## config.mk

```make
export PLATFORM = sky130hd
export DESIGN_NAME = led_shift_rx_flat
export DESIGN_NICKNAME = d
export VERILOG_FILES = /design/src/rtl/led_shift_rx_if.sv /design/src/rtl/led_shift_rx.sv /design/src/flat_wrapper.sv
export SDC_FILE = /design/constraint.sdc
export NUM_CORES = 1
export LEC_CHECK = 0
export BUFFER_PORTS_ARGS = -buffer_cell sky130_fd_sc_hd__buf_2
export CORE_UTILIZATION = 40
export DETAILED_ROUTE_END_ITERATION = 7
export PLACE_DENSITY_LB_ADDON = 0.08
export SLEW_MARGIN = 30
export SYNTH_ARGS = -nofsm -noshare
export SYNTH_HDL_FRONTEND = slang
export SYNTH_SLANG_ARGS = --single-unit
```

## constraint.sdc

```tcl
create_clock -name clk -period 1.93 [get_ports clk]
set_clock_uncertainty 0.05 [all_clocks]
set_input_delay 0.386 -clock clk [delete_from_list [all_inputs] [get_ports clk]]
set_output_delay 0.386 -clock clk [all_outputs]
set_load 0.02 [all_outputs]
```

## src/rtl/led_shift_rx_if.sv

```systemverilog
// Serial LED shift-clock bus: transmit-side inputs and the deserializer's parallel results.
// The master drives the serial lines; the slave is the receiving driver model.
interface led_shift_rx_if #(
    parameter int DATA_W = 16,
    parameter int CNT_W  = $clog2(DATA_W) + 2
);
    logic              sclk_in;
    logic              sdi_in;
    logic              lat_in;
    logic [DATA_W-1:0] data_out;
    logic              data_valid;
    logic [CNT_W-1:0]  bit_cnt;
    logic              frame_err;
    logic              sdo;

    modport master (
        output sclk_in, sdi_in, lat_in,
        input  data_out, data_valid, bit_cnt, frame_err, sdo
    );

    modport slave (
        input  sclk_in, sdi_in, lat_in,
        output data_out, data_valid, bit_cnt, frame_err, sdo
    );
endinterface

```

## src/rtl/led_shift_rx.sv

```systemverilog
// Panel-side LED driver model: oversamples sclk/sdi/lat, shifts MSB-first on sclk rise,
// latches the word and checks the frame length on lat rise; sdo cascades the shift MSB.
module led_shift_rx #(
    parameter int DATA_W      = 16,
    parameter int SYNC_STAGES = 2,
    parameter int CNT_W       = $clog2(DATA_W) + 2
) (
    input logic            clk,
    input logic            rstN,
    led_shift_rx_if.slave  bus
);

    logic [SYNC_STAGES-1:0] sclk_sync_q;
    logic [SYNC_STAGES-1:0] sdi_sync_q;
    logic [SYNC_STAGES-1:0] lat_sync_q;
    logic                   sclk_prev_q;
    logic                   lat_prev_q;

    logic [DATA_W-1:0]      sr_q,    sr_d;
    logic [DATA_W-1:0]      data_q,  data_d;
    logic                   valid_q, valid_d;
    logic                   err_q,   err_d;
    logic [CNT_W-1:0]       cnt_q,   cnt_d;

    logic                   sclk_s;
    logic                   sdi_s;
    logic                   lat_s;
    logic                   sclk_rise;
    logic                   lat_rise;

    // sdi goes through the same depth as sclk so the bit seen at the sclk rise is aligned.
    always_ff @(posedge clk or negedge rstN) begin
        if (!rstN) begin
            sclk_sync_q <= '0;
            sdi_sync_q  <= '0;
            lat_sync_q  <= '0;
            sclk_prev_q <= 1'b0;
            lat_prev_q  <= 1'b0;
        end else begin
            sclk_sync_q <= {sclk_sync_q[SYNC_STAGES-2:0], bus.sclk_in};
            sdi_sync_q  <= {sdi_sync_q[SYNC_STAGES-2:0],  bus.sdi_in};
            lat_sync_q  <= {lat_sync_q[SYNC_STAGES-2:0],  bus.lat_in};
            sclk_prev_q <= sclk_s;
            lat_prev_q  <= lat_s;
        end
    end

    assign sclk_s    = sclk_sync_q[SYNC_STAGES-1];
    assign sdi_s     = sdi_sync_q[SYNC_STAGES-1];
    assign lat_s     = lat_sync_q[SYNC_STAGES-1];
    assign sclk_rise = sclk_s & ~sclk_prev_q;
    assign lat_rise  = lat_s & ~lat_prev_q;

    always_comb begin
        sr_d    = sr_q;
        data_d  = data_q;
        valid_d = 1'b0;
        err_d   = err_q;
        cnt_d   = cnt_q;

        if (sclk_rise) begin
            sr_d = {sr_q[DATA_W-2:0], sdi_s};
        end

        // A coincident shift still lands, but counts toward the following frame.
        if (lat_rise) begin
            data_d  = sr_q;
            valid_d = 1'b1;
            err_d   = (cnt_q != CNT_W'(DATA_W));
            cnt_d   = sclk_rise ? CNT_W'(1) : '0;
        end else if (sclk_rise && (cnt_q != '1)) begin
            cnt_d = cnt_q + CNT_W'(1);
        end
    end

    always_ff @(posedge clk or negedge rstN) begin
        if (!rstN) begin
            sr_q    <= '0;
            data_q  <= '0;
            valid_q <= 1'b0;
            err_q   <= 1'b0;
            cnt_q   <= '0;
        end else begin
            sr_q    <= sr_d;
            data_q  <= data_d;
            valid_q <= valid_d;
            err_q   <= err_d;
            cnt_q   <= cnt_d;
        end
    end

    assign bus.data_out   = data_q;
    assign bus.data_valid = valid_q;
    assign bus.bit_cnt    = cnt_q;
    assign bus.frame_err  = err_q;
    assign bus.sdo        = sr_q[DATA_W-1];

endmodule

```

## src/flat_wrapper.sv

```systemverilog
// flat-port wrapper written by rule: the top's interface ports become plain ports
module led_shift_rx_flat 
#(
    parameter int DATA_W      = 16,
    parameter int SYNC_STAGES = 2,
    parameter int CNT_W       = $clog2(DATA_W) + 2
)
  (clk, rstN, bus_sclk_in, bus_sdi_in, bus_lat_in, bus_data_out, bus_data_valid, bus_bit_cnt, bus_frame_err, bus_sdo);
  led_shift_rx_if #(.DATA_W(DATA_W), .CNT_W(CNT_W)) bus_i ();
  input logic clk;
  input logic rstN;
  input wire logic [$bits(bus_i.sclk_in)-1:0] bus_sclk_in;
  input wire logic [$bits(bus_i.sdi_in)-1:0] bus_sdi_in;
  input wire logic [$bits(bus_i.lat_in)-1:0] bus_lat_in;
  output wire logic [$bits(bus_i.data_out)-1:0] bus_data_out;
  output wire logic [$bits(bus_i.data_valid)-1:0] bus_data_valid;
  output wire logic [$bits(bus_i.bit_cnt)-1:0] bus_bit_cnt;
  output wire logic [$bits(bus_i.frame_err)-1:0] bus_frame_err;
  output wire logic [$bits(bus_i.sdo)-1:0] bus_sdo;
  assign bus_i.sclk_in = bus_sclk_in;
  assign bus_i.sdi_in = bus_sdi_in;
  assign bus_i.lat_in = bus_lat_in;
  assign bus_data_out = bus_i.data_out;
  assign bus_data_valid = bus_i.data_valid;
  assign bus_bit_cnt = bus_i.bit_cnt;
  assign bus_frame_err = bus_i.frame_err;
  assign bus_sdo = bus_i.sdo;
  led_shift_rx #(.DATA_W(DATA_W), .SYNC_STAGES(SYNC_STAGES), .CNT_W(CNT_W)) u_core (.clk(clk), .rstN(rstN), .bus(bus_i));
endmodule
```

# Word level (Yosys, flattened, before mapping)
# Cells that the tools add are included.
# op_classes
add_sub_neg,1
bitwise_logic,4
reduce_logical,2
eq_ne,2
mux,4
# ops
cell,count
2-to-1 mux 6 bit,2
adder 6 x 1 -> 6 bit (second input constant),1
!= test 6 x 5 -> 1 bit (second input constant),1
!= test 6 bit (second input constant),1
AND 1 bit,2
2-to-1 mux 1 bit,2
NOT 1 bit,2
nonzero test 2 bit,1
logical AND 1 bit,1
# totals
regBits,48
output_inout_bits,25
elab_cells,23

# Depth between registers and ports, before layout
# depth
depth_word,5
mapped_depth,6
depth_no_buf,4

# Worst setup path after synthesis
# Ideal clock, no wire load.
# synth_timing
kind,flip-flop to flip-flop
startpoint,"reg u_core.cnt_q[1], in the netlist u_core.bus.bit_cnt[1]"
endpoint,"reg u_core.cnt_q[5], in the netlist u_core.bus.bit_cnt[5]"
stages_incl_launch_ff,6
t_arrival_ns,1.415
slack_ns,0.385
required_ns,1.801
path_cell_list,dfrtp_1 > ha_1 > and3_1 > buf_6 > a211oi_2 > mux2i_1
# synth_between
elab_chain_len,3
word_cells_on_any_way,6
classes_between,add/sub (1); eq/ne (1); mux (2); reduce/logical (2)
# synth_rtl
item,line_no,rtl
start: declaration,led_shift_rx.sv:23,"logic [CNT_W-1:0] cnt_q, cnt_d;"
start signal: assignment,led_shift_rx.sv:88,cnt_q <= cnt_d;
adder 6 x 1 -> 6 bit or != test 6 bit (tied branches),"led_shift_rx.sv:72, led_shift_rx.sv:71",
2-to-1 mux 6 bit or logical AND 1 bit (tied branches),led_shift_rx.sv:71,end else if (sclk_rise && (cnt_q != '1)) begin
2-to-1 mux 6 bit or nonzero test 2 bit (tied branches),-,
# Parallel ways exist; a longest one is shown, timed or not. The select of a mux whose other input is x is not followed.
# A chain may end at the register's enable or synchronous reset.

# Worst setup path after layout
# layout_timing
startpoint,"reg u_core.cnt_q[1], in the netlist u_core.bus.bit_cnt[1]"
endpoint,"reg u_core.cnt_q[0], in the netlist u_core.bus.bit_cnt[0]"
# layout_between
elab_chain_len,3
# layout_rtl
item,line_no
!= test 6 bit,led_shift_rx.sv:71
logical AND 1 bit,led_shift_rx.sv:71
nonzero test 2 bit (no source line),-
# No other way between the ends.

==> results.json <==
{
  "path_class": "reg2reg",
  "dominantRegCellSynth": "dfrtp_1",
  "drc_errors": 0,
  "vias": 1358,
  "yosys-top-cells-area": "dfrtp_1 (64%), nand2_1 (20%), a311oi_1 (1.4%)",
  "fin_crit_ns": 1.572,
  "cts_resized": 0,
  "status": "completed",
  "worstPathMaxFanout": 7,
  "hp-class": "in2async",
  "yosys.area.top_type_share_pct": 64.34,
  "cts_setup_buffers": 0,
  "yosys.area.top_type": "dfrtp_1",
  "leakage_nw": 1.193,
  "avgSynthCellArea_um2": 9.774,
  "cts.sinks": 48,
  "drive_gt1_share_pct": 20.27,
  "antenna_found_initial": 0,
  "numCtsBuffers": 5,
  "wirelength_um": 3448,
  "die_y_um": 70.32,
  "syn_inst": 191,
  "reg2reg_slack_ns": 0.36,
  "fillers": 436,
  "rsz0062_at_grt": "false",
  "critical-path-max-stage-delay_ns": 0.45,
  "seq_area_frac_synth_pct": 64.34,
  "drv_slew": 0,
  "path_clk_slew_ns": 0.08,
  "reg2reg_to": "u_core.bus.bit_cnt[0]",
  "synth_warnings": 0,
  "syn-cell-area_mm2": 0.001867,
  "worst_slew_pin_slew_ns": 0.4870,
  "rows": 24,
  "synthToLayoutAreaGrowth_pct": 16.15,
  "grt_overflow": 0,
  "synth_edf_count": 0,
  "grt_first_pass_wirelength_um": 5899,
  "reg2reg_depth": 4,
  "timing.max_cap.violations": 0,
  "grt_pass1_vias": 1252,
  "layout.nets": 229,
  "max_freq_ghz": 0.6361,
  "grt_max_degree": 49,
  "arrival_ns": 1.70,
  "ir_worst_vdd_mv": 0.4560,
  "portBuffers": 29,
  "post_drt_wl_per_cell_um": 12.58,
  "p_total_mw": 2.249,
  "cp_cell_sequence": "ha_1 > and3_1 > a21oi_2 > o311ai_1",
  "place.detailed.hpwl_um": 2260,
  "cp.required_ns": 2.06,
  "htree_levels": 2,
  "slew_headroom_pct": 67.53,
  "antenna_cells": 0,
  "ys_types": 28,
  "finalHoldViolCount": 0,
  "cts_tree": "yes",
  "cts_max_path_buffers": 2,
  "setup_tns_ns": 0,
  "drt_iter0_markers": 76,
  "cp-end-kind": "flip-flop",
  "power_density_mw_per_mm2": 1037,
  "syn_nets": 198,
  "core_area_mm2": 0.004414,
  "first_pass_iters": 4,
  "cts-root-buf": "clkbuf_8",
  "ys_seq_elements": 48,
  "dieArea_mm2": 0.004944,
  "cp_slowest_cell": "dfrtp_1",
  "finalCritPeriodShare_pct": 81.45,
  "clk_latency_ns": 0.29,
  "critPathLaunchType": "flip-flop",
  "grt.total_usage_pct": 15.51,
  "reg2reg_from": "u_core.bus.bit_cnt[1]",
  "ios": 30,
  "setup_violations": 0,
  "die_w_um": 70.32,
  "start_util_pct": 42.29,
  "async_reset_ff_share_pct": 100.0,
  "ctsHoldBuffers": 0,
  "detail-route-antenna-nets": 0,
  "avgViaCountPerCell": 4.956,
  "finalWeightedCongestion": 0.9716
}
## flip-flops by register name, summed over array words and instances, names as in the netlist
| register | cells |
|---|---|
| u_core.sclk_sync_q | 2 |
| u_core.lat_sync_q | 2 |
| u_core.bus.data_valid | 1 |
| u_core.sdi_sync_q | 2 |
| u_core.sr_q | 16 |
| u_core.lat_prev_q | 1 |
| u_core.bus.bit_cnt | 6 |
| u_core.bus.data_out | 16 |
| u_core.bus.frame_err | 1 |
| u_core.sclk_prev_q | 1 |
## cells by family (layout without fill, tap and decap cells)
family / count (synthesis) / count (layout) / share of synthesized area (%)
compound gates: 14 / 14 / 5.831
fa+ha+maj: 2 / 2 / 1.340
buf+inv: 12 / 43 / 3.150
flops: 48 / 48 / 64.34
mux: 1 / 1 / 0.5362
simple gates: 114 / 114 / 24.80
## routing by layer
layer | vias up | share of wire, % | global-route usage [%]
met5 | - | 0 | 0
met4 | 0 | 1.4 | 6.667
met3 | 6 | 4.1 | 4.906
met2 | 25 | 47 | 24.44
met1 | 667 | 47 | 19.56
li1 | 660 | - | -
## worst max path at each step
stage / end / from / cells after the start
2_1_floorplan: u_core.bus.bit_cnt[5] / u_core.bus.bit_cnt[1] / 5
3_3_place_gp: u_core.bus.bit_cnt[5] / u_core.bus.bit_cnt[1] / 4
3_5_place_dp: u_core.bus.bit_cnt[0] / u_core.bus.bit_cnt[1] / 4
4_1_cts: u_core.bus.bit_cnt[0] / u_core.bus.bit_cnt[1] / 4
5_1_grt: u_core.bus.bit_cnt[0] / u_core.bus.bit_cnt[1] / 4
6_report: u_core.bus.bit_cnt[0] / u_core.bus.bit_cnt[1] / 4
## power breakdown
part | switching, mW | internal [mW]
Combinational | 0.253 | 0.133
Clock | 0.298 | 0.319
Sequential | 0.0985 | 1.15
## cell usage in the layout, fill, tap and decap left out, types with 3 or more instances in the layout
cell and count:
nand2_1 100, dfrtp_1 48, buf_2 29, clkbuf_8 7, nand2b_1 3, a311oi_1 3
a31oi_1 3, buf_4 3
## cell usage after synthesis, drive strengths merged, types with 2 or more instances
cell type    n
and2         2
o211ai       2
inv          3
a31oi        3
a21oi        4
nand2      100
nand3        2
buf          8
nand2b       3
dfrtp       48
ha           2
a311oi       3
## final cells by class
type	instances	area (um^2)	share of cell area, %
repair buffers	33	187.7	8.656
well taps	52	65.06	3.001
inverters	3	11.26	0.5193
multi-input cells	131	606.8	27.99
flip-flops and latches	48	1201	55.40
clock buffers	7	96.34	4.443
## worst max-delay path, delay by kind of cell, from the launching register on
kind	cells	cell delay [ns]
simple gates	1	0.34
fa+ha+maj	1	0.26
compound gates	2	0.38
flops	1	0.45
## through the flow
step           instances  cell area [um^2]  util, %  hold WS (ns)  worst slack [ns]
6_report             274              2168    49.12      0.009561            0.3580
5_1_grt              274              2168    49.12       0.03020            0.2358
4_1_cts              274              2168    49.12       0.02182            0.3525
3_5_place_dp         267              2072    46.94        0.2879            0.3798
3_3_place_gp         267              2072    46.94        0.2837            0.4751
2_1_floorplan        191              1867        -       0.04041            0.3854
Note: power is estimated with default switching activity, not from simulation.
